## config.mk

```make
export PLATFORM = sky130hd
export DESIGN_NAME = gcm_tag_final
export DESIGN_NICKNAME = d
export VERILOG_FILES = /design/src/rtl/gcm_tag_final.sv
export SDC_FILE = /design/constraint.sdc
export NUM_CORES = 1
export LEC_CHECK = 0
export BUFFER_PORTS_ARGS = -buffer_cell sky130_fd_sc_hd__clkbuf_2
export CAP_MARGIN = 20
export CORE_AREA = 2 2 261 263
export DETAILED_ROUTE_END_ITERATION = 6
export DIE_AREA = 0 0 263 265
export GPL_ROUTABILITY_DRIVEN = 0
export GPL_TIMING_DRIVEN = 0
export PLACE_DENSITY = 0.67
export SLEW_MARGIN = 40
export SYNTH_ARGS = -nofsm -noshare
export SYNTH_HDL_FRONTEND = slang
export SYNTH_SLANG_ARGS = --single-unit
```

## constraint.sdc

```tcl
create_clock -name iClk -period 38.7 [get_ports iClk]
set_input_delay 5.805 -clock iClk [delete_from_list [all_inputs] [get_ports iClk]]
set_output_delay 5.805 -clock iClk [all_outputs]
set_load 0.02 [all_outputs]
```

## src/rtl/gcm_tag_final.sv

```systemverilog
// GCM finalisation: counts AAD/text bytes, offers len(A)||len(C) to GHASH,
// then forms tag = S ^ E(K,Y0) and, when decrypting, checks it against the received tag.
module gcm_tag_final #(
    parameter int CNT_W     = 36,
    parameter int TAG_BYTES = 16
) (
    input  logic         iClk,
    input  logic         iRst,
    input  logic         iStart,
    input  logic         iEncdec,
    input  logic         iAad_valid,
    input  logic [3:0]   iAad_bytes,
    input  logic         iText_valid,
    input  logic [3:0]   iText_bytes,
    input  logic         iFinal,
    output logic [127:0] oLen_block,
    output logic         oLen_valid,
    input  logic         iLen_ready,
    input  logic [127:0] iS,
    input  logic         iS_valid,
    input  logic [127:0] iEky0,
    input  logic         iEky0_valid,
    input  logic [127:0] iTag,
    input  logic         iTag_valid,
    output logic [127:0] oTag,
    output logic         oTag_valid,
    output logic         oAuthentic,
    output logic         oBusy,
    output logic         oError
);

    typedef enum logic [2:0] {
        S_IDLE,
        S_ACCUM,
        S_LEN_OUT,
        S_WAIT_S,
        S_WAIT_EK,
        S_FINAL
    } state_t;

    state_t state_reg, state_next;

    logic [CNT_W-1:0] aad_cnt_reg, aad_cnt_next;
    logic [CNT_W-1:0] txt_cnt_reg, txt_cnt_next;
    logic             err_reg, err_next;
    logic             len_valid_reg, len_valid_next;
    logic             ek_held_reg, ek_held_next;
    logic             enc_reg, enc_next;
    logic             auth_reg, auth_next;
    logic [127:0]     s_reg, s_next;
    logic [127:0]     ek_reg, ek_next;
    logic [127:0]     rx_tag_reg, rx_tag_next;
    logic [127:0]     tag_reg, tag_next;

    // A zero byte count encodes a full 16-byte block.
    logic [4:0]       aad_add, txt_add;
    logic [CNT_W:0]   aad_sum, txt_sum;

    assign aad_add = (iAad_bytes == 4'd0) ? 5'd16 : {1'b0, iAad_bytes};
    assign txt_add = (iText_bytes == 4'd0) ? 5'd16 : {1'b0, iText_bytes};
    assign aad_sum = {1'b0, aad_cnt_reg} + {{(CNT_W-4){1'b0}}, aad_add};
    assign txt_sum = {1'b0, txt_cnt_reg} + {{(CNT_W-4){1'b0}}, txt_add};

    // Candidate tag built from the values that will be held once FINAL is entered.
    logic [127:0] s_cand, ek_cand, tag_cand, rx_cand;
    logic [TAG_BYTES-1:0] byte_eq;
    logic                 tag_match;

    assign s_cand   = (state_reg == S_WAIT_S && iS_valid) ? iS : s_reg;
    assign ek_cand  = (state_reg != S_IDLE && iEky0_valid) ? iEky0 : ek_reg;
    assign tag_cand = s_cand ^ ek_cand;
    assign rx_cand  = iTag_valid ? iTag : rx_tag_reg;

    genvar gi;
    generate
        for (gi = 0; gi < TAG_BYTES; gi++) begin : g_byte_cmp
            assign byte_eq[gi] = (tag_cand[127-8*gi -: 8] == rx_cand[127-8*gi -: 8]);
        end
    endgenerate
    assign tag_match = &byte_eq;

    always_ff @(posedge iClk or posedge iRst) begin
        if (iRst) begin
            state_reg <= S_IDLE;
        end else begin
            state_reg <= state_next;
        end
    end

    always_comb begin
        state_next     = state_reg;
        aad_cnt_next   = aad_cnt_reg;
        txt_cnt_next   = txt_cnt_reg;
        err_next       = err_reg;
        len_valid_next = len_valid_reg;
        ek_held_next   = ek_held_reg;
        enc_next       = enc_reg;
        auth_next      = auth_reg;
        s_next         = s_reg;
        ek_next        = ek_reg;
        rx_tag_next    = rx_cand;
        tag_next       = tag_reg;

        if (iStart) begin
            state_next     = S_ACCUM;
            aad_cnt_next   = '0;
            txt_cnt_next   = '0;
            err_next       = 1'b0;
            len_valid_next = 1'b0;
            ek_held_next   = 1'b0;
            enc_next       = iEncdec;
            auth_next      = 1'b0;
        end else begin
            if (state_reg != S_IDLE && iEky0_valid) begin
                ek_next      = iEky0;
                ek_held_next = 1'b1;
            end
            case (state_reg)
                S_ACCUM: begin
                    if (iAad_valid) begin
                        if (txt_cnt_reg != '0) begin
                            err_next = 1'b1;
                        end
                        if (aad_sum[CNT_W]) begin
                            err_next     = 1'b1;
                            aad_cnt_next = '1;
                        end else begin
                            aad_cnt_next = aad_sum[CNT_W-1:0];
                        end
                    end
                    if (iText_valid) begin
                        if (txt_sum[CNT_W]) begin
                            err_next     = 1'b1;
                            txt_cnt_next = '1;
                        end else begin
                            txt_cnt_next = txt_sum[CNT_W-1:0];
                        end
                    end
                    if (iFinal) begin
                        state_next     = S_LEN_OUT;
                        len_valid_next = 1'b1;
                    end
                end
                S_LEN_OUT: begin
                    if (iLen_ready) begin
                        state_next     = S_WAIT_S;
                        len_valid_next = 1'b0;
                    end
                end
                S_WAIT_S: begin
                    if (iS_valid) begin
                        s_next     = iS;
                        state_next = ek_held_next ? S_FINAL : S_WAIT_EK;
                    end
                end
                S_WAIT_EK: begin
                    if (iEky0_valid) begin
                        state_next = S_FINAL;
                    end
                end
                S_FINAL: begin
                    state_next = S_IDLE;
                end
                default: begin
                    state_next = S_IDLE;
                end
            endcase
            if (state_next == S_FINAL) begin
                tag_next  = tag_cand;
                auth_next = !enc_reg && tag_match && !err_reg;
            end
        end
    end

    always_ff @(posedge iClk or posedge iRst) begin
        if (iRst) begin
            aad_cnt_reg   <= '0;
            txt_cnt_reg   <= '0;
            err_reg       <= 1'b0;
            len_valid_reg <= 1'b0;
            ek_held_reg   <= 1'b0;
            enc_reg       <= 1'b0;
            auth_reg      <= 1'b0;
            s_reg         <= '0;
            ek_reg        <= '0;
            rx_tag_reg    <= '0;
            tag_reg       <= '0;
        end else begin
            aad_cnt_reg   <= aad_cnt_next;
            txt_cnt_reg   <= txt_cnt_next;
            err_reg       <= err_next;
            len_valid_reg <= len_valid_next;
            ek_held_reg   <= ek_held_next;
            enc_reg       <= enc_next;
            auth_reg      <= auth_next;
            s_reg         <= s_next;
            ek_reg        <= ek_next;
            rx_tag_reg    <= rx_tag_next;
            tag_reg       <= tag_next;
        end
    end

    // Lengths are reported in bits: byte count shifted left by three.
    assign oLen_block = {{(61-CNT_W){1'b0}}, aad_cnt_reg, 3'b000,
                         {(61-CNT_W){1'b0}}, txt_cnt_reg, 3'b000};
    assign oLen_valid = len_valid_reg;
    assign oTag       = tag_reg;
    assign oTag_valid = (state_reg == S_FINAL);
    assign oAuthentic = auth_reg;
    assign oBusy      = (state_reg != S_IDLE);
    assign oError     = err_reg;

endmodule

```

==> results of run 1 <==
[metrics by stage]
stage	setup slack, ns	hold WS [ns]	cells
floorplan	16.33	0.459	2459
detailed placement	28.33	0.491	3949
CTS	29.00	0.503	4071
finish	29.10	0.501	4102
global placement	9.91	0.475	3938
global route	29.22	0.512	4093
[worst max-delay path: stages]
cell and delay, ns:
clkbuf_2 0.13, nand4b_4 0.16, buf_6 0.20, buf_6 0.30, buf_2 0.37, buf_2 0.56
mux2i_1 0.29, xnor2_1 0.19, xor2_1 0.31, nand4_1 0.44, nor3_1 0.42, nand4_1 0.33
o31ai_1 0.53
[cell families (layout without fill, tap and decap cells)]
family | count (synthesis) | in the layout | share of synthesized area (%)
multiplexers | 654 | 654 | 24.2
flip-flops | 592 | 592 | 50.9
AND/OR/NAND/NOR | 410 | 410 | 6.75
AO/OA/AOI/OAI | 305 | 305 | 6.35
XOR/XNOR | 229 | 229 | 7.23
buffers and inverters | 201 | 940 | 3.97
adder cells (fa/ha/maj) | 12 | 12 | 0.568
other | 1 | 87 | 0.0129
[cell type report]
type / instances / area, µm² / area share (%)
clock buffer: 101 / 1990 / 5.51
sequential: 592 / 14800 / 41.0
multi-input combinational: 1666 / 13400 / 37.0
tap: 873 / 1090 / 3.03
inverter: 14 / 60.1 / 0.166
antenna: 31 / 77.6 / 0.215
timing repair buffer: 617 / 3310 / 9.17
buffer: 187 / 1140 / 3.17
clock inverter: 21 / 253 / 0.700
[routing by layer]
layer / track usage [%] / part of all wire (%) / up-vias / wire [µm]
met5: 0 / 0.16 / - / 190
li1: - / - / 9983 / -
met2: 55.9 / 49 / 1064 / 57300
met4: 15.0 / 4.5 / 32 / 5250
met1: 38.6 / 38 / 11736 / 44300
met3: 10.6 / 8.6 / 286 / 10100
[power breakdown]
part           total [mW]  internal, mW  leakage, nW  switching, mW
logic               0.809         0.324         9.28          0.485
registers           0.878         0.785         7.25         0.0931
clock network       0.656         0.379         1.10          0.277
[placed cells by master, fill, tap and decap left out, types with 6 or more instances in the layout]
master and n:
ha_1 10, inv_1 13, diode_2 31, nand4_1 29, and3_1 16, mux2i_1 265
clkinv_2 11, a211oi_1 18, nand3_1 32, nor2_1 185, xnor2_1 173, xnor3_1 7
a31oi_1 12, o21ai_0 23, a311oi_1 11, nand2_1 46, nor3_1 30, nor4_1 28
and2_1 12, clkbuf_16 70, buf_16 9, mux2_2 389, clkbuf_2 634, clkbuf_8 12
o22ai_1 12, buf_6 8, a21o_1 6, a21oi_1 175, o2bb2ai_1 9, buf_4 64
clkbuf_1 67, dfrtp_1 592, buf_2 31, xor2_1 47, conb_1 56
[final timing paths]
check / from / depth (start not counted) / to / slack [ns]
setup / recovery: iS_valid / 13 / oAuthentic / 29.10
hold / removal: rx_tag_reg[51] / 1 / rx_tag_reg[51] / 0.50
hold reg to reg: rx_tag_reg[51] / 1 / rx_tag_reg[51] / 0.50
max in group asynchronous: iRst / 4 / s_reg[74] / 32.42
setup reg to reg: state_reg[0] / 13 / oAuthentic / 33.82
min in group asynchronous: iRst / 2 / rx_tag_reg[42] / 5.16
==> reports/metrics.yaml, run 1 <==
detailed_routing:
  num_vias: 23101
  wl_mm: 117
  avgViaCountPerCell: 5.63
  wl_per_cell_um: 28.6
  drc: 0
  drt_iter0_drc: 2047
  drtPass1Iterations: 6
  ant_nets: 0
grt:
  grtUsageTotal_pct: 33.1
  grt_pass1_wl_mm: 166
  grt_start_max_net_pins: 80
  antenna_found_initial: 44
  grt_pass1_vias: 24019
  grt-ovfl-total: 0
clock_tree:
  cts_buffers: 69
  path_clk_slew_ns: 0.06
  hold_buffers: 0
  root_buffer: "clkbuf_16"
  htreeDepth: 3
  cts_setup_buffers: 0
  clk_path_buf_depth: 3
  cts_tree: "built"
  clock_latency_ns: 0.62
  cts_sinks: 592
  cts-resized-gates: 0
sta:
  fin_skew_ns: 0.0317
  drv_slew: 0
  period_needed_ns: 9.60
  rsz0062_at_grt: "no"
  maxSlewHeadroom_pct: 38.6
  finalSetupTns_ns: 0
  fmax_ghz: 0.104
  hold_viol_final: 0
  finalSetupViolCount: 0
  post-route-period-util_pct: 24.8
  tightest_slew_ns: 0.921
layout:
  fin_util_pct: 54.0
  n_fill_cell: 5858
  design_area_um2: 36100
  drive_gt1_share_pct: 39.4
  syn_to_final_growth_pct: 24.1
  nNetsFinal: 3562
critical_path:
  cp-end-kind: "flip-flop"
  cp_data_required_time_ns: 39.17
  critical_path_class: "in -> reg"
  path_max_fanout: 10
  cp-start-kind: "input port"
  arrival_ns: 10.07
yosys:
  syn_area_per_cell_um2: 12.1
  synth-main-ff-cell: "dfrtp_1"
  synth_edf_count: 0
  synth-seq-cells: 592
  yosysWarningCount: 0
  seq_area_frac_synth_pct: 50.9
  synth_area_leaders: "dfrtp_1, mux2_2, mux2i_1"
  syn-cell-area_um2: 29100
  synth.distinct_cells: 60
  synth_top_cell_area_share_pct: 50.9
  synth_top_area_cell: "dfrtp_1"
  yosysMostFrequentCell: "dfrtp_1"
  syn-instance-count: 2404
  synthArstFlopShare_pct: 100
  synth_common_cells: "dfrtp_1, mux2_2, mux2i_1, nor2_1"
floorplanning:
  dieWidth_um: 263
  core_um2: 66800
  initial_core_util_pct: 43.5
  ios: 664
  dieArea_um2: 69700
  rows: 95
  die_h_um: 265
placed_design:
  dpl_cell_area_um2: 33800
  port_buffers: 606
  place_hpwl_mm: 88.4
status:
  outcome: "complete, no violations"
flow_run:
  maxCapViolations: 0
pwr:
  p_leak_nw: 17.6
  ir_drop_mv: 0.0429
  p_total_mw: 2.34
  powerDensity_nw_per_um2: 64.9
min_path:
  hold_class: "reg -> reg"
No activity file was read; power rests on OpenSTA's default activity.
==> inputs of run 2 (changes only) <==
- CORE_AREA: 2 2 261 263 -> 2 2 255 257
- DIE_AREA: 0 0 263 265 -> 0 0 257 259
- PLACE_DENSITY: 0.67 -> 0.69
- clock period: 38.7 -> 10.05 ns (I/O delays scaled with it)
==> run 2 against run 1 <==
Against the previous run: sequential cell count unchanged; cell count about the same; global-route usage increased by 1.0 points; register-to-register slack got worse by 28 ns; combinational power increased to 3.9 times the previous value; core utilization increased by 3.1 points; clock skew decreased by 0.0098 ns; via count increased by 1.1%; cell area increased by 1.1%; critical path depth decreased by 2; sequential power increased to 3.8 times the previous value; routed wire length decreased by 1.0%; highest routed layer unchanged.
==> reports/metrics.yaml, run 2 (synthesis gave the netlist of run 1 again) <==
floorplanning:
  core_um2: 63900  # -4.4%
  ios: 664  # unchanged
  dieArea_um2: 66600  # -4.5%
  rows: 93  # -2.1%
  initial_core_util_pct: 45.5  # +2.0 points
  die_h_um: 259  # -2.3%
  dieWidth_um: 257  # -2.3%
sta:
  maxSlewHeadroom_pct: 33.6  # -5.0 points
  drv_slew: 0  # unchanged
  hold_viol_final: 0  # unchanged
  post-route-period-util_pct: 51.2
  period_needed_ns: 5.15
  fmax_ghz: 0.194
  tightest_slew_ns: 0.996  # +0.0750 ns
  fin_skew_ns: 0.0219  # -0.00980 ns
  rsz0062_at_grt: "no"
  finalSetupViolCount: 0  # unchanged
  finalWorstSetupSlack_ns: 4.90  # -24.20 ns
layout:
  drive_gt1_share_pct: 39.7  # +0.32 points
  layout_commonest_cell: "clkbuf_2"
  final_cell_mix: "clkbuf_2, dfrtp_1, mux2_2, mux2i_1, nor2_1"
  finalNonFillerCells: 4103  # +0.024%
  syn_to_final_growth_pct: 25.4
  fin_util_pct: 57.1  # +3.1 points
  nNetsFinal: 3581  # +0.53%
placed_design:
  place_hpwl_mm: 88.8  # +0.39%
  port_buffers: 606  # unchanged
  placedCellCount: 3951  # +0.051%
  dp_slack_ns: 4.32  # -24.02 ns
clock_tree:
  cts_setup_buffers: 0  # unchanged
  path_clk_slew_ns: 0.05  # about the same
  htreeDepth: 3  # unchanged
  cts_buffers: 68  # -1.4%
  clk_path_buf_depth: 3  # unchanged
  clock_latency_ns: 0.63  # about the same
  cts_tree: "built"
  cts_sinks: 592  # unchanged
  cts-resized-gates: 0  # unchanged
  hold_buffers: 0  # unchanged
  root_buffer: "clkbuf_16"
critical_path:
  critPathSlowestCell: "buf_1"
  critical_path_class: "in -> reg"
  critPathMaxStageDelay_ns: 0.74  # +0.18 ns
  cp_data_required_time_ns: 10.57  # -28.60 ns
  cp-start-kind: "input port"
  path_max_fanout: 10  # unchanged
  path_common_cell: "buf_2"
  arrival_ns: 5.67  # -4.40 ns
  crit_chain: "clkbuf_2 > buf_2 > buf_2 > buf_1 > buf_2 > mux2_2 > xor2_1 > nand4_1 > nor3_1 > nand4_1 > o31ai_1"
  cp-end-kind: "flip-flop"
pwr:
  p_leak_nw: 17.8  # +1.0%
  ir_drop_mv: 0.182  # +320%
  powerDensity_nw_per_um2: 247  # +280%
grt:
  grtUsageTotal_pct: 34.2  # +1.0 points
  grt_pass1_vias: 24043  # +0.10%
  grt_start_max_net_pins: 27  # -66%
  antenna_found_initial: 49  # +11%
  grt_pass1_wl_mm: 164  # -1.2%
  grt-ovfl-total: 0  # unchanged
detailed_routing:
  drc: 0  # unchanged
  drt_iter0_drc: 2180  # +6.5%
  drtPass1Iterations: 6  # unchanged
  avgViaCountPerCell: 5.69  # +1.1%
  num_vias: 23358  # +1.1%
  wl_mm: 116  # -1.0%
  ant_nets: 0  # unchanged
  wl_per_cell_um: 28.3  # -1.0%
status:
  outcome: "complete, no violations"
flow_run:
  maxCapViolations: 0  # unchanged
min_path:
  hold_class: "reg -> reg"
-- run 2: cell types whose count changed in the layout (fill, tap and decap cells not counted), moves of 2 or more --
cell and delta:
clkinv_2 -3, clkbuf_8 +4, clkinv_4 +2, clkbuf_16 -2, buf_1 +2, clkbuf_1 -3, buf_16 +9, diode_2 +2
buf_12 +9, clkbuf_2 -2
-- run 2: cell type report --
cell class / instances / area [µm²]
well taps: 855 / 1070
diodes: 33 / 82.6
inverters: 14 / 56.3
plain buffers: 187 / 1140
flip-flops and latches: 592 / 14800
clock inverters: 20 / 231
clock buffers: 99 / 1980
repair buffers: 637 / 3760
multi-input cells: 1666 / 13300
fillers: 5370 / 27400
-- run 2: worst paths after layout --
check | startpoint | endpoint | slack (ns) | depth (start not counted)
max | iTag_valid | oAuthentic | 4.90 | 11
min | ek_reg[25] | ek_reg[25] | 0.50 | 1
max reg2reg | state_reg[0] | oAuthentic | 5.45 | 13
min reg2reg | ek_reg[25] | ek_reg[25] | 0.50 | 1
max in group asynchronous | iRst | s_reg[80] | 7.51 | 9
min in group asynchronous | iRst | txt_cnt_reg[1] | 0.86 | 2
-- run 2: stage by stage --
| stage | hold WS (ns) | power, mW | instance area [µm²] | setup TNS, ns |
|---|---|---|---|---|
| 6_report | 0.503 | 9.00 | 36500 | 0 |
| 5_1_grt | 0.516 | 9.37 | 36500 | 0 |
| 4_1_cts | 0.503 | 9.01 | 36400 | 0 |
| 3_5_place_dp | 0.489 | 6.51 | 34200 | 0 |
| 3_3_place_gp | 0.477 | 6.37 | 33400 | -1702.42 |
| 2_1_floorplan | 0.459 | 5.33 | 29300 | 0 |
-- run 2: worst max-delay path: cells and delay by family --
family / cells / cell delay, ns
muxes: 1 / 0.42
and+or+nand+nor: 3 / 1.04
xor gates and xnor gates: 1 / 0.21
buffers and inverters: 5 / 2.15
AOI/OAI and AO/OA: 1 / 0.32
-- run 2: power breakdown --
group          internal (mW)  switching [mW]
registers               3.02           0.355
clock network           1.43            1.06
logic                   1.26            1.87
-- run 2: routing by layer --
layer  track usage [%]  part of all wire (%)  vias up
met5             0.499                  0.19        -
met4              17.3                   5.5       30
met3              9.47                   8.5      339
met2              57.2                    48     1128
met1              40.4                    38    11827
li1                  -                     -    10034
